File: src/rtl/deadtime_pkg.sv
// deadtime_pkg: shared state encoding and constants for deadtime_gen.
// Optional fault state present only when DEADTIME_FAULT_EN is defined.
package deadtime_pkg;

  localparam int DT_WIDTH_DEF = 8;
  localparam int DT_MIN       = 1;

  typedef enum logic [2:0] {
    S_IDLE,
    S_DEAD_HS,
    S_HS_ON,
    S_DEAD_LS,
    S_LS_ON
`ifdef DEADTIME_FAULT_EN
    , S_FAULT
`endif
  } state_e;

endpackage

File: src/rtl/deadtime_if.sv
// deadtime_if: leg command/status bundle (en, pwm_in, dead_cycles in;
// hs_out, ls_out, dead_active out; fault_* with DEADTIME_FAULT_EN).
interface deadtime_if
  import deadtime_pkg::*;
#(
  parameter int DT_WIDTH = DT_WIDTH_DEF
);

  logic                en;
  logic                pwm_in;
  logic [DT_WIDTH-1:0] dead_cycles;
  logic                hs_out;
  logic                ls_out;
  logic                dead_active;
`ifdef DEADTIME_FAULT_EN
  logic                fault_in;
  logic                fault_clr;
  logic                fault_latched;

  modport master (
    output en, pwm_in, dead_cycles,
    output fault_in, fault_clr,
    input  hs_out, ls_out, dead_active,
    input  fault_latched
  );

  modport slave (
    input  en, pwm_in, dead_cycles,
    input  fault_in, fault_clr,
    output hs_out, ls_out, dead_active,
    output fault_latched
  );
`else
  modport master (
    output en, pwm_in, dead_cycles,
    input  hs_out, ls_out, dead_active
  );

  modport slave (
    input  en, pwm_in, dead_cycles,
    output hs_out, ls_out, dead_active
  );
`endif

endinterface

File: src/rtl/deadtime_gen_dt_counter.sv
// dt_counter: loadable down-counter, saturates at 0.
// Ports: clk, rst, load, load_val -> done (count == DT_MIN).
module dt_counter
  import deadtime_pkg::*;
#(
  parameter int W = DT_WIDTH_DEF
) (
  input  logic         clk,
  input  logic         rst,
  input  logic         load,
  input  logic [W-1:0] load_val,
  output logic         done
);

  logic [W-1:0] cnt_q;
  logic [W-1:0] cnt_d;

  always_comb begin
    cnt_d = cnt_q;
    if (load) begin
      cnt_d = load_val;
    end else if (cnt_q != '0) begin
      cnt_d = cnt_q - 1'b1;
    end
  end

  always_ff @(posedge clk) begin
    if (rst) begin
      cnt_q <= '0;
    end else begin
      cnt_q <= cnt_d;
    end
  end

  assign done = (cnt_q == W'(DT_MIN));

endmodule

File: src/rtl/deadtime_gen.sv
// deadtime_gen: complementary HS/LS gate drive with dead time from pwm_in.
// Ports: clk, rst, bus (deadtime_if.slave); fault path with DEADTIME_FAULT_EN.
module deadtime_gen
  import deadtime_pkg::*;
#(
  parameter int DT_WIDTH = DT_WIDTH_DEF
) (
  input  logic      clk,
  input  logic      rst,
  deadtime_if.slave bus
);

  state_e              state_q;
  state_e              state_d;
  logic                hs_q;
  logic                hs_d;
  logic                ls_q;
  logic                ls_d;
  logic                dead_q;
  logic                dead_d;
  logic                cnt_load;
  logic                cnt_done;
  logic [DT_WIDTH-1:0] load_val;

  // A zero dead time still yields a one-cycle gap.
  assign load_val = (bus.dead_cycles == '0)
                  ? DT_WIDTH'(DT_MIN)
                  : bus.dead_cycles;

  always_comb begin
    state_d = state_q;
`ifdef DEADTIME_FAULT_EN
    if (bus.fault_in) begin
      state_d = S_FAULT;
    end else if (state_q == S_FAULT) begin
      if (bus.fault_clr) begin
        state_d = S_IDLE;
      end
    end else
`endif
    if (!bus.en) begin
      state_d = S_IDLE;
    end else begin
      case (state_q)
        S_IDLE: begin
          state_d = bus.pwm_in ? S_DEAD_HS : S_DEAD_LS;
        end
        // Reversal beats expiry so the full gap is always honoured.
        S_DEAD_HS: begin
          if (!bus.pwm_in) begin
            state_d = S_DEAD_LS;
          end else if (cnt_done) begin
            state_d = S_HS_ON;
          end
        end
        S_DEAD_LS: begin
          if (bus.pwm_in) begin
            state_d = S_DEAD_HS;
          end else if (cnt_done) begin
            state_d = S_LS_ON;
          end
        end
        S_HS_ON: begin
          if (!bus.pwm_in) begin
            state_d = S_DEAD_LS;
          end
        end
        S_LS_ON: begin
          if (bus.pwm_in) begin
            state_d = S_DEAD_HS;
          end
        end
        default: begin
          state_d = S_IDLE;
        end
      endcase
    end
  end

  always_comb begin
    hs_d     = (state_d == S_HS_ON);
    ls_d     = (state_d == S_LS_ON);
    dead_d   = (state_d == S_DEAD_HS) || (state_d == S_DEAD_LS);
    // Reload on every dead-state entry, including a reversal.
    cnt_load = dead_d && (state_d != state_q);
  end

  dt_counter #(
    .W (DT_WIDTH)
  ) u_cnt (
    .clk      (clk),
    .rst      (rst),
    .load     (cnt_load),
    .load_val (load_val),
    .done     (cnt_done)
  );

`ifdef DEADTIME_FAULT_EN
  logic flt_q;
  logic flt_d;

  assign flt_d             = (state_d == S_FAULT);
  assign bus.fault_latched = flt_q;

  always_ff @(posedge clk) begin
    if (rst) begin
      flt_q <= 1'b0;
    end else begin
      flt_q <= flt_d;
    end
  end
`endif

  always_ff @(posedge clk) begin
    if (rst) begin
      state_q <= S_IDLE;
      hs_q    <= 1'b0;
      ls_q    <= 1'b0;
      dead_q  <= 1'b0;
    end else begin
      state_q <= state_d;
      hs_q    <= hs_d;
      ls_q    <= ls_d;
      dead_q  <= dead_d;
    end
  end

  assign bus.hs_out      = hs_q;
  assign bus.ls_out      = ls_q;
  assign bus.dead_active = dead_q;

endmodule
File: src/flat_wrapper.sv
// flat-port wrapper written by rule: the top's interface ports become plain ports
module deadtime_gen_flat import deadtime_pkg::*;
#(
  parameter int DT_WIDTH = DT_WIDTH_DEF
)
  (clk, rst, bus_en, bus_pwm_in, bus_dead_cycles, bus_hs_out, bus_ls_out, bus_dead_active);
  deadtime_if #(.DT_WIDTH(DT_WIDTH)) bus_i ();
  input  logic clk;
  input  logic rst;
  input wire logic [$bits(bus_i.en)-1:0] bus_en;
  input wire logic [$bits(bus_i.pwm_in)-1:0] bus_pwm_in;
  input wire logic [$bits(bus_i.dead_cycles)-1:0] bus_dead_cycles;
  output wire logic [$bits(bus_i.hs_out)-1:0] bus_hs_out;
  output wire logic [$bits(bus_i.ls_out)-1:0] bus_ls_out;
  output wire logic [$bits(bus_i.dead_active)-1:0] bus_dead_active;
  assign bus_i.en = bus_en;
  assign bus_i.pwm_in = bus_pwm_in;
  assign bus_i.dead_cycles = bus_dead_cycles;
  assign bus_hs_out = bus_i.hs_out;
  assign bus_ls_out = bus_i.ls_out;
  assign bus_dead_active = bus_i.dead_active;
  deadtime_gen #(.DT_WIDTH(DT_WIDTH)) u_core (.clk(clk), .rst(rst), .bus(bus_i));
endmodule
File: config.mk
export PLATFORM = sky130hd
export DESIGN_NAME = deadtime_gen_flat
export DESIGN_NICKNAME = d
export VERILOG_FILES = /design/src/rtl/deadtime_pkg.sv /design/src/rtl/deadtime_if.sv /design/src/rtl/deadtime_gen_dt_counter.sv /design/src/rtl/deadtime_gen.sv /design/src/flat_wrapper.sv
export SDC_FILE = /design/constraint.sdc
export NUM_CORES = 1
export LEC_CHECK = 0
export ABC_AREA = 1
export BUFFER_PORTS_ARGS = -buffer_cell sky130_fd_sc_hd__buf_4
export CAP_MARGIN = 20
export CORE_ASPECT_RATIO = 0.7
export CORE_MARGIN = 8
export CORE_UTILIZATION = 34
export CTS_CLUSTER_SIZE = 24
export DETAILED_ROUTE_END_ITERATION = 7
export PLACE_DENSITY = 0.57
export SYNTH_ARGS = -nofsm -noshare
export SYNTH_HDL_FRONTEND = slang
export SYNTH_SLANG_ARGS = --single-unit
File: constraint.sdc
create_clock -name clk -period 3.2 [get_ports clk]
set_input_delay 0.64 -clock clk [delete_from_list [all_inputs] [get_ports clk]]
set_output_delay 0.64 -clock clk [all_outputs]
set_load 0.02 [all_outputs]
## Yosys cells after proc, flatten, opt, wreduce, memory -nomap -nowiden

Cells that the tools add are included.
W data, S select, Z words.

- $add $sub $neg: 1
- Multiply operators: 0
- Div/mod/pow operators: 0
- $lt $le $gt $ge: 0
- Eq/ne operators: 10
- Shifts and indexed selects: 0
- Multiplexer cells: 12
- Bitwise logic cells: 0
- Reductions and logical operators: 6

Operators by type and width:

| operator | number |
|---|---|
| $mux W8 | 3 |
| $mux W3 | 7 |
| $pmux W3 S5 | 1 |
| $eq A3 B2 Y1 const B | 4 |
| $eq A8 B1 Y1 const B | 1 |
| $logic_not A8 Y1 | 1 |
| $reduce_bool A8 Y1 | 1 |
| $sub A8 B1 Y8 const B | 1 |
| $eq A3 B1 Y1 const B | 2 |
| $eq A3 B3 Y1 const B | 2 |
| $logic_not A3 Y1 | 1 |
| $ne A3 B3 Y1 | 1 |
| $mux W2 | 1 |
| $reduce_bool A2 Y1 | 1 |
| $logic_and A1 B1 Y1 | 1 |
| $logic_or A1 B1 Y1 | 1 |

- Register bits after elaboration: 14
- Bits in latches: 0
- RAM bits: 0
- ROM bits: 0
- Output and inout port bits: 3
- Logic and storage cells: 34
- Memories kept: 0

## Depth between registers and ports, before layout

Gate-level depths: netlist of the first run.

- Word-level depth: 9
- Gate-level depth with buffers: 15
- Depth with buffers taken out: 14

## Cells and area by module

Synthesis of the first run repeated with hierarchy kept, for this count alone.

- Cells, all modules: 146
- Area total of the unflattened synthesis: 913.4 µm²

Modules (own cells, without submodules):

| module | times used | cells an instance | area each (µm²) |
|---|---|---|---|
| dt_counter | 1 | 89 | 554.3 |
| deadtime_gen | 1 | 57 | 359.1 |

## Worst setup path after synthesis of the first run

Ideal clock, no wire load.

- Path type: flip-flop to flip-flop
- From: register u_core.u_cnt.cnt_q[1]
- To: register u_core.u_cnt.cnt_q[3]
- Setup time: 0.114 ns
- Arrival time: 1.477 ns
- Data required time: 3.086 ns
- Slack: 1.609 ns
- Stages on the path, launching flop included: 15
- Cells stage by stage: dfxtp_1 inv_1 ha_1 inv_1 nor2_1 nand3_1 nand3_1 nand2_2 nand2_2 nand2_2 nand3_2 nand2_2 buf_6 o21ai_1 nor2_1

- Cells in the longest elaborated chain, start to end: 9
- Elaborated cells on any way between the ends: 17
- Classes of those cells: add/sub: 1; eq/ne: 4; mux: 8; reduce/logical: 4

RTL lines:

| what | RTL line | RTL |
|---|---|---|
| start, declared | deadtime_gen_dt_counter.sv:15 | `logic [W-1:0] cnt_q;` |
| start signal, assigned | deadtime_gen_dt_counter.sv:31 | `cnt_q <= cnt_d;` |
| $eq A8 B1 Y1 | deadtime_gen_dt_counter.sv:35 | `assign done = (cnt_q == W'(DT_MIN));` |
| $mux W3 (on tied branches) | deadtime_gen.sv:59, deadtime_gen.sv:52 |  |
| $mux W3 (on tied branches) | deadtime_gen.sv:57, deadtime_gen.sv:50 |  |
| $pmux W3 S5 | deadtime_gen.sv:44 | `case (state_q)` |
| $mux W3 | deadtime_gen.sv:41 | `if (!bus.en) begin` |
| $eq A3 B1 Y1 or $eq A3 B2 Y1 (tied branches) | deadtime_gen.sv:83 | `dead_d = (state_d == S_DEAD_HS) \|\| (state_d == S_DEAD_LS);` |
| $logic_or A1 B1 Y1 | deadtime_gen.sv:83 |  |
| $logic_and A1 B1 Y1 | deadtime_gen.sv:85 | `cnt_load = dead_d && (state_d != state_q);` |
| $mux W8 or $reduce_bool A2 Y1 (tied branches) | n/a |  |

Several ways; a longest one is shown, not always the timed one. The select of a mux whose other input is x is not followed.
A chain may end at the register's enable or synchronous reset.

## Worst setup path after layout of the first run

- From: register u_core.u_cnt.cnt_q[1]
- To: register u_core.u_cnt.cnt_q[4]

Same word-level chain as after synthesis.

==> results of run 1 <==
metal layers:
layer / GRT usage [%] / wire length (microns) / vias to the layer above
li1: - / - / 415
met1: 13.6 / 1020 / 325
met2: 12.7 / 744 / 21
met3: 3.27 / 110 / 2
met4: 4.09 / 27 / 0
met5: 0 / 0 / -
power breakdown:
part	switching [W]	internal, W
clock network	0.0000640	0.0000693
registers	0.0000326	0.000211
logic	0.000202	0.000134
tightest hold or removal path: cells and delay by family, from the launching register on:
family | cells | cell delay, ns
and+or+nand+nor | 1 | 0.07
AOI/OAI and AO/OA | 1 | 0.05
DFF | 1 | 0.33
stage by stage:
stage	hold slack, ns	cell area [sq um]	power, W
after CTS	0.504	1020	0.000715
final	0.501	1020	0.000713
after global placement	0.473	985	0.000580
after global routing	0.531	1020	0.000779
after detailed placement	0.491	985	0.000578
after floorplan	0.457	852	0.000506
path summary, 6_finish.rpt:
path              cells past startpoint                    end  slack, ns             startpoint
setup / recovery                     14  u_core.u_cnt.cnt_q[4]       1.26  u_core.u_cnt.cnt_q[1]
hold / removal                        2  u_core.u_cnt.cnt_q[1]       0.50  u_core.u_cnt.cnt_q[1]
setup reg to reg                     14  u_core.u_cnt.cnt_q[4]       1.26  u_core.u_cnt.cnt_q[1]
hold reg to reg                       2  u_core.u_cnt.cnt_q[1]       0.50  u_core.u_cnt.cnt_q[1]
state kept, by name (all words and copies together) (netlist names):
name / flops
u_core.u_cnt.cnt_q: 8
u_core.state_q: 3
u_core.bus.dead_active: 1
u_core.bus.hs_out: 1
u_core.bus.ls_out: 1
logic make-up after synthesis:
logic type	after synthesis	share of synthesized area, %
buf+inv	19	9.25
fa+ha+maj	3	4.41
simple gates	59	34.2
xor+xnor	7	7.20
flops	14	32.9
compound gates	16	12.0
final cells by class:
type	count	area [sq um]	area share, %
sequential	14	280	27.5
multi-input combinational	85	493	48.3
inverter	17	63.8	6.25
tap	34	42.5	4.17
timing repair buffer	14	105	10.3
clock buffer	4	36.3	3.55
layout by cell type, fill, tap and decap left out, types with 5 or more instances in the layout:
| master | instances |
|---|---|
| buf_4 | 14 |
| nand2_1 | 13 |
| nor3_1 | 6 |
| xor2_1 | 6 |
| a21oi_1 | 5 |
| dfxtp_1 | 14 |
| nand3_1 | 10 |
| inv_1 | 15 |
| nor2_1 | 15 |
| nand2_2 | 6 |
==> reports/metrics.cfg, run 1 <==
[clock_tree]
postCtsHoldBufs = 0
cts.path.max_buffers = 2
htree_levels = 1
numCtsBuffers = 3
post-cts-setup-buffers = 0
clkSinkCount = 14
cts_root_buffer = clkbuf_4
clk_pin_slew_worst_paths_ns = 0.09
cts_tree = built
cts_resized = 0
clk_latency_ns = 0.29

[flow_run]
drv_cap = 0

[setup_path]
critPathLaunchType = flip-flop
slowest_stage = dfxtp_1
path_max_fanout = 11
cp_top_family = simple AND/OR/NAND/NOR gates
crit_path_end_kind = flip-flop
cp_data_arrival_time_ns = 2.16
critical_path.max_stage_delay_ns = 0.33
worst-setup-path-type = reg2reg
worst_path_most_repeated_cell = nand2_2
crit_required_ns = 3.42
crit_buf_inv = 3
cp_cell_sequence = inv_1, ha_1, inv_1, nor2_1, nand3_1, nand3_1, nand2_2, nand2_2, nand2_2, nand3_2, nand2_2, inv_1, nand2_1, a21oi_1

[timing]
post-route-period-util_pct = 60.6
fmax_mhz = 516
hold_violations = 0
tightest_slew_ns = 0.386
maxSlewViolCount = 0
tns_ns = 0
worst_clock_skew_ns = 0.000850
setup_viol = 0
timing.final.ws_setup_ns = 1.26
slew_headroom_pct = 74.0
rsz0062_at_grt = false
min_period_ns = 1.94

[floorplanning]
initial_core_util_pct = 35.2
die-height_microns = 57.9
die_w_microns = 75.8
ios = 15
die_area_sq_um = 4390
rows = 15
core_region_area_sq_um = 2420

[finish]
diodes = 0
fillers = 248
drive_gt1_share_pct = 27.6
fin_nets = 150
utilization_pct = 42.2
syn2layout_area_growth_pct = 19.8
final_cells = 168

[run_status]
status = completed

[route]
first_pass_iters = 4
vias = 763
ant_nets = 0
wl_microns = 1900
via_per_inst = 4.54
drc = 0
dr.first_iter.drc_count = 21
wl_per_cell_microns = 11.3

[grt]
first_global_vias = 733
grtUsageTotal_pct = 9.64
grt.overflow.total = 0
antenna_found_initial = 0
grt_max_degree = 14
grt_pass1_wl_microns = 3280

[yosys]
syn_area_per_cell_sq_um = 7.22
syn_inst = 118
ys_ff_latch = 14
ys_seq_area_share_pct = 32.9
synth_top_cell_by_area = dfxtp_1
synth_cell_types = 26
synth_area_sq_um = 852
yosys_warnings = 0
ys.flop_type = dfxtp_1
synthTopCellsByCount = inv_1, nor2_1, dfxtp_1, nand2_1, nand3_1
synth-async-reset-ratio_pct = 0
syn-num-nets = 133
synthDominantCellAreaShare_pct = 32.9
synth_edf_count = 0
synth_top_cells_by_area = dfxtp_1, inv_1, nor2_1

[pwr]
power.leakage_nw = 0.450
vdd_ir_drop_max_mv = 0.285
p_per_area_nw_per_um2 = 698

[placed_design]
dpl.cell_count = 164
portBuffers = 14
hpwl_microns = 1510
place_congestion = 0.803
dp_worst_setup_slack_ns = 1.24

[worst_hold_path]
min_path_type = reg2reg

No activity file was read; power rests on OpenSTA's default activity.
==> inputs of run 2 (changes only) <==
- PLACE_DENSITY: 0.57 -> 0.59
- clock period: 3.2 -> 1.65 ns (I/O delays scaled with it)
==> run 2 against run 1 <==
The run now ends with negative setup slack left. First-iteration DRC count increased by 4.8%. Critical endpoint is now u_core.u_cnt.cnt_q[5]. Non-clock buffer count increased by 14. Routed wire length increased by 15%. Sequential power increased by 100%. Largest cell class unchanged. Largest power group unchanged. Critical path type unchanged. Global-route usage increased by 0.39 points. Sequential cell count unchanged.
==> reports/metrics.cfg, run 2 (same netlist as run 1, synthesis figures left out) <==
[route]
vias = 847  ; +11%
first_pass_iters = 4  ; unchanged
drc = 0  ; unchanged
dr.first_iter.drc_count = 22  ; +4.8%
ant_nets = 0  ; unchanged
wl_microns = 2190  ; +15%
wl_per_cell_microns = 12.0  ; +6.1%
via_per_inst = 4.65  ; +2.5%

[placed_design]
dp_worst_setup_slack_ns = -0.0273  ; -1.27 ns
place_congestion = 0.830  ; +3.4%
dpl.cell_count = 174  ; +6.1%
hpwl_microns = 1530  ; +1.5%
dpl_cell_area_sq_um = 1060  ; +7.6%
portBuffers = 14  ; unchanged

[grt]
grt.busiest_layer = met1
grt_max_degree = 14  ; unchanged
grt.overflow.total = 0  ; unchanged
use_met3_pct = 1.89  ; -1.4 points
use_met2_pct = 12.7  ; unchanged
grt_pass1_wl_microns = 3350  ; +1.9%
antenna_found_initial = 0  ; unchanged
use_met1_pct = 14.8  ; +1.3 points
grtUsageTotal_pct = 10.0  ; +0.39 points
first_global_vias = 725  ; -1.1%

[setup_path]
cp_data_arrival_time_ns = 1.86  ; -0.30 ns
r2r-end = u_core.u_cnt.cnt_q[5]
worst-setup-path-type = reg2reg
slowest_stage = dfxtp_2
worstReg2RegStart = u_core.u_cnt.cnt_q[1]
crit_path_end_kind = flip-flop
worst-r2r-setup-slack_ns = -0.005  ; -1.27 ns
critPathLaunchType = flip-flop
critical_path.max_stage_delay_ns = 0.34  ; about the same
crit_required_ns = 1.86  ; -1.56 ns
r2r_cells = 13  ; -1
setup.worst_path.start = u_core.u_cnt.cnt_q[1]
path_max_fanout = 7  ; -4
cp_cell_sequence = inv_2, ha_4, nand2_2, o21ai_2, nand3_2, nand2_2, nand2_2, nand2_2, nand3_4, nand2_8, buf_6, nand3_1, a21oi_1
worst_path_most_repeated_cell = nand2_2
cp-endpoint = u_core.u_cnt.cnt_q[5]

[clock_tree]
cts_root_buffer = clkbuf_4
htree_levels = 1  ; unchanged
cts.path.max_buffers = 2  ; unchanged
postCtsHoldBufs = 0  ; unchanged
clk_latency_ns = 0.29  ; about the same
clkSinkCount = 14  ; unchanged
clk_pin_slew_worst_paths_ns = 0.10  ; about the same
cts_tree = built
numCtsBuffers = 3  ; unchanged

[floorplanning]
rows = 15  ; unchanged
die_w_microns = 75.8  ; unchanged
die-height_microns = 57.9  ; unchanged
core_region_area_sq_um = 2420  ; unchanged
initial_core_util_pct = 35.2  ; unchanged
die_area_sq_um = 4390  ; unchanged
ios = 15  ; unchanged

[finish]
layout_commonest_cell = buf_4
largestRegisters = u_core.u_cnt.cnt_q x8, u_core.state_q x3
final_cells = 182  ; +8.3%
register_area_sq_um = 289  ; +3.1%
fin_nets = 164  ; +9.3%
largest-register = u_core.u_cnt.cnt_q
drive_gt1_share_pct = 49.3  ; +22 points
syn2layout_area_growth_pct = 44.5
fillers = 215  ; -13%
final_area_sq_um = 1230  ; +21%
largest_reg_flops = 8  ; unchanged
multi_input_area_sq_um = 579  ; +18%
final_cell_mix = buf_4, inv_1, nand2_1, nor2_1
diodes = 0  ; unchanged

[timing]
rsz0062_at_grt = true
slew_headroom_pct = 77.8  ; +3.7 points
setup_viol = 1  ; +1
tightest_slew_ns = 0.331  ; -0.0553 ns
timing.final.ws_setup_ns = -0.00491  ; -1.27 ns
worst_clock_skew_ns = 0.0107  ; +0.00981 ns
fmax_mhz = 604  ; +17%
maxSlewViolCount = 0  ; unchanged
post-route-period-util_pct = 100  ; +40 points
tns_ns = -0.00491  ; -0.00491 ns
min_period_ns = 1.65  ; -0.283 ns
hold_violations = 0  ; unchanged

[run_status]
status = finished with violations
violations = negative setup slack

[pwr]
p_per_area_nw_per_um2 = 1370  ; +96%
switching_share_pct = 41.3  ; -0.52 points
p_int_w = 0.000989  ; +140%
clock_power_share_pct = 15.2  ; -3.5 points
seqPwrFrac_pct = 29.6  ; -4.6 points
vdd_ir_drop_max_mv = 0.697  ; +140%
switchingPower_w = 0.000696  ; +130%
power.leakage_nw = 0.533  ; +18%
p_comb_share_pct = 55.2  ; +8.1 points

[flow_run]
drv_cap = 0  ; unchanged

[worst_hold_path]
min_path_type = in2reg

## run 2: changes by cell type in the layout (fill, tap and decap cells not counted), sizes merged
cell	before	now
buf	14	28
## run 2: what timing repair did
| action | 4_1_cts | 5_1_grt |
|---|---|---|
| pin swaps | 4 | 13 |
| setup buffers | 1 | 3 |
| endpoints found under the setup margin | 6 | 8 |
| gates resized for setup | 6 | 26 |
## run 2: per-layer routing
metal	vias to the layer above	part of all wire [%]
met5	-	0
met4	0	2.4
met3	6	4.8
met2	25	43
met1	375	49
li1	441	-
## run 2: worst min path at each step
| stage | end | cells after the start | slack, ns | start |
|---|---|---|---|---|
| after global routing | u_core.u_cnt.cnt_q[0] | 2 | 0.29 | rst |
| after floorplan | u_core.bus.dead_active | 1 | 0.41 | rst |
| after detailed placement | u_core.u_cnt.cnt_q[2] | 3 | 0.58 | bus_dead_cycles[2] |
| after CTS | u_core.u_cnt.cnt_q[2] | 3 | 0.29 | bus_dead_cycles[2] |
| after global placement | u_core.u_cnt.cnt_q[1] | 3 | 0.58 | u_core.u_cnt.cnt_q[1] |
| final | u_core.u_cnt.cnt_q[2] | 3 | 0.28 | bus_dead_cycles[2] |
## run 2: worst max-delay path, delay by kind of cell, from the launching register on
family | cells | cell delay (ns)
buf+inv | 2 | 0.20
compound gates | 2 | 0.26
fa+ha+maj | 1 | 0.13
simple gates | 8 | 0.63
flops | 1 | 0.34
## run 2: cell type report
cell class / instances / share of cell area [%]
inverter: 17 / 5.39
sequential: 14 / 23.5
multi-input combinational: 85 / 47.1
timing repair buffer: 28 / 17.7
clock buffer: 4 / 2.95
tap: 34 / 3.46
## run 2: power by group through the flow
stage | combinational [W] | sequential (W) | clock [W]
after global placement | 0.000755 | 0.000474 | 0
after CTS | 0.000770 | 0.000471 | 0.000255
after floorplan | 0.000515 | 0.000467 | 0
final | 0.000931 | 0.000499 | 0.000256
after detailed placement | 0.000754 | 0.000476 | 0
after global routing | 0.00104 | 0.000503 | 0.000276
## run 2: stage by stage
| step | hold WS [ns] | power [W] | utilization [%] |
|---|---|---|---|
| 4_1_cts | 0.285 | 0.00150 | 46.1 |
| 3_3_place_gp | 0.581 | 0.00123 | 43.8 |
| 2_1_floorplan | 0.407 | 0.000981 | - |
| 3_5_place_dp | 0.576 | 0.00123 | 43.8 |
| 5_1_grt | 0.295 | 0.00182 | 50.9 |
| 6_report | 0.279 | 0.00168 | 50.9 |
==> inputs of run 3 (changes only) <==
- CORE_ASPECT_RATIO: 0.7 -> not set
==> run 3 against run 2 <==
The run now ends clean. Via count down 1.2%. First-iteration DRC count down 14%. Routed wire length down 4.5%. Sequential power about the same. Final cell count down 3.8%. Die area down 0.59%. Design area down 0.10%. Hold slack better by 0.014 ns. Clock power down 4%. Fmax up 1.3%. Critical path type unchanged. Largest cell class unchanged. Highest routed layer unchanged.
==> reports/metrics.cfg, run 3 (same netlist as run 1, synthesis figures left out) <==
[timing]
tightest_slew_ns = 0.283  ; -0.0482 ns
rsz0062_at_grt = true
min_period_ns = 1.63  ; -0.0207 ns
timing.final.ws_setup_ns = 0.0158  ; +0.0207 ns
setup_viol = 0  ; -1
slew_headroom_pct = 81.1  ; +3.4 points
maxSlewViolCount = 0  ; unchanged
post-route-period-util_pct = 99.0  ; -1.3 points
worst_clock_skew_ns = 0.00123  ; -0.00943 ns
hold_violations = 0  ; unchanged
fmax_mhz = 612  ; +1.3%

[grt]
grt_pass1_wl_microns = 3390  ; +1.2%
grtUsageTotal_pct = 9.65  ; -0.37 points
antenna_found_initial = 0  ; unchanged
grt.busiest_layer = met2
use_met3_pct = 0.847  ; -1.0 points
first_global_vias = 784  ; +8.1%
grt_max_degree = 14  ; unchanged
grt.overflow.total = 0  ; unchanged
use_met2_pct = 14.5  ; +1.8 points
use_met1_pct = 13.4  ; -1.5 points

[finish]
fillers = 229  ; +6.5%
final_cell_mix = buf_4, inv_1, nand2_1
diodes = 0  ; unchanged
largestRegisters = u_core.u_cnt.cnt_q x8, u_core.state_q x3
fin_nets = 161  ; -1.8%
largest-register = u_core.u_cnt.cnt_q
drive_gt1_share_pct = 51.0  ; +1.7 points
final_area_sq_um = 1230  ; -0.10%
largest_reg_flops = 8  ; unchanged
final_cells = 175  ; -3.8%
layout_commonest_cell = buf_4
syn2layout_area_growth_pct = 44.3

[clock_tree]
numCtsBuffers = 3  ; unchanged
clk_latency_ns = 0.27  ; -0.02 ns
postCtsHoldBufs = 0  ; unchanged
cts.path.max_buffers = 2  ; unchanged
htree_levels = 1  ; unchanged
cts_tree = built
cts_root_buffer = clkbuf_4
clk_pin_slew_worst_paths_ns = 0.09  ; about the same
clkSinkCount = 14  ; unchanged

[route]
first_pass_iters = 4  ; unchanged
vias = 837  ; -1.2%
wl_microns = 2090  ; -4.5%
dr.first_iter.drc_count = 19  ; -14%
via_per_inst = 4.78  ; +2.8%
wl_per_cell_microns = 11.9  ; -0.66%
drc = 0  ; unchanged
ant_nets = 0  ; unchanged

[pwr]
clock_power_share_pct = 15.1  ; about the same
switchingPower_w = 0.000678  ; -2.6%
p_per_area_nw_per_um2 = 1320  ; -3.6%
seqPwrFrac_pct = 30.8  ; +1.2 points
p_comb_share_pct = 54.1  ; -1.1 points
vdd_ir_drop_max_mv = 0.863  ; +24%
p_int_w = 0.000944  ; -4.5%
power.leakage_nw = 0.527  ; -1.0%
switching_share_pct = 41.8  ; +0.48 points

[placed_design]
dpl_cell_area_sq_um = 1030  ; -2.6%
portBuffers = 14  ; unchanged
hpwl_microns = 1520  ; -0.45%
dp_worst_setup_slack_ns = -0.0395  ; -0.0122 ns
dpl.cell_count = 167  ; -4.0%
place_congestion = 0.760  ; -8.5%

[setup_path]
path_max_fanout = 7  ; unchanged
worstReg2RegStart = u_core.u_cnt.cnt_q[1]
cp_cell_sequence = inv_2, ha_4, nand2_4, o21ai_2, nand3_2, nand2_2, nand2_2, nand2_2, nand3_4, nand2_8, buf_6, nand3_1, a21oi_2
worst-setup-path-type = reg2reg
worst-r2r-setup-slack_ns = 0.02  ; +0.02 ns
critical_path.max_stage_delay_ns = 0.33  ; about the same
slowest_stage = dfxtp_2
cp_top_family = simple AND/OR/NAND/NOR gates
cp_data_arrival_time_ns = 1.85  ; about the same
r2r_cells = 13  ; unchanged
crit_path_end_kind = flip-flop
crit_buf_inv = 2  ; unchanged
r2r-end = u_core.u_cnt.cnt_q[4]
cp_num_cells = 13  ; unchanged
worst_path_most_repeated_cell = nand2_2
critPathLaunchType = flip-flop
crit_required_ns = 1.86  ; about the same

[worst_hold_path]
min_path_type = in2reg
min_delay_path_depth = 3  ; unchanged
hold-path-endpoint = u_core.u_cnt.cnt_q[2]
hp-start = bus_dead_cycles[2]

[run_status]
status = completed

[floorplanning]
ios = 15  ; unchanged
die_w_microns = 66.1  ; -13%
core_region_area_sq_um = 2430  ; +0.47%
die-height_microns = 66.1  ; +14%
die_area_sq_um = 4360  ; -0.59%
initial_core_util_pct = 35.0  ; -0.16 points
rows = 18  ; +3

[flow_run]
drv_cap = 0  ; unchanged

-- run 3: changes by cell type in the layout (fill, tap and decap cells not counted), moves of 2 or more --
cell / change
a21oi_1: -2
a21oi_2: +2
buf_4: -3
nand2_2: -2
nand2_4: +2
-- run 3: worst max-delay path by stage --
stage                                     start               endpoint  slack [ns]
final                     u_core.u_cnt.cnt_q[1]  u_core.u_cnt.cnt_q[4]        0.02
after detailed placement  u_core.u_cnt.cnt_q[1]  u_core.u_cnt.cnt_q[6]       -0.04
after CTS                 u_core.u_cnt.cnt_q[1]  u_core.u_cnt.cnt_q[7]       0.005
after floorplan           u_core.u_cnt.cnt_q[1]  u_core.u_cnt.cnt_q[3]        0.06
after global routing      u_core.u_cnt.cnt_q[7]  u_core.u_cnt.cnt_q[4]       -0.14
after global placement    u_core.u_cnt.cnt_q[1]  u_core.u_cnt.cnt_q[5]       -0.02
-- run 3: timing repair --
item / in CTS / in global routing
buffers inserted: 2 / 2
setup endpoints to repair: 6 / 8
pin swaps: 1 / 10
resized for setup: 4 / 34
-- run 3: per-stage QoR --
step	TNS (ns)	util [%]	hold WS, ns	power (W)
after floorplan	0	-	0.407	0.000981
after global placement	-0.0400	42.4	0.581	0.00118
after detailed placement	-0.156	42.4	0.572	0.00118
after CTS	0	45.0	0.282	0.00145
after global routing	-0.790	50.6	0.319	0.00176
final	0	50.6	0.293	0.00162
-- run 3: power by group through the flow --
stage	combinational, W	sequential, W	clock (W)
after floorplan	0.000515	0.000467	0
after global placement	0.000711	0.000471	0
after detailed placement	0.000712	0.000473	0
after CTS	0.000735	0.000465	0.000252
after global routing	0.000980	0.000510	0.000266
final	0.000877	0.000499	0.000246
-- run 3: worst register-to-register path: cells and delay by family, from the launching register on --
kind / cells / cell delay (ns)
buffers and inverters: 2 / 0.20
adder cells (fa/ha/maj): 1 / 0.15
AO/OA/AOI/OAI: 2 / 0.24
AND/OR/NAND/NOR: 8 / 0.65
flip-flops: 1 / 0.33
-- run 3: layout make-up --
class	count	area, sq um	share of cell area, %
clock buffer	4	36.3	2.95
multi-input combinational	85	604	49.1
inverter	17	66.3	5.39
timing repair buffer	25	195	15.9
tap	30	37.5	3.05
sequential	14	290	23.6
-- run 3: per-layer routing --
| metal | up-vias | routed length, microns |
|---|---|---|
| li1 | 435 | - |
| met2 | 11 | 1020 |
| met1 | 386 | 995 |
| met5 | - | 0 |
| met3 | 5 | 29 |
| met4 | 0 | 44 |
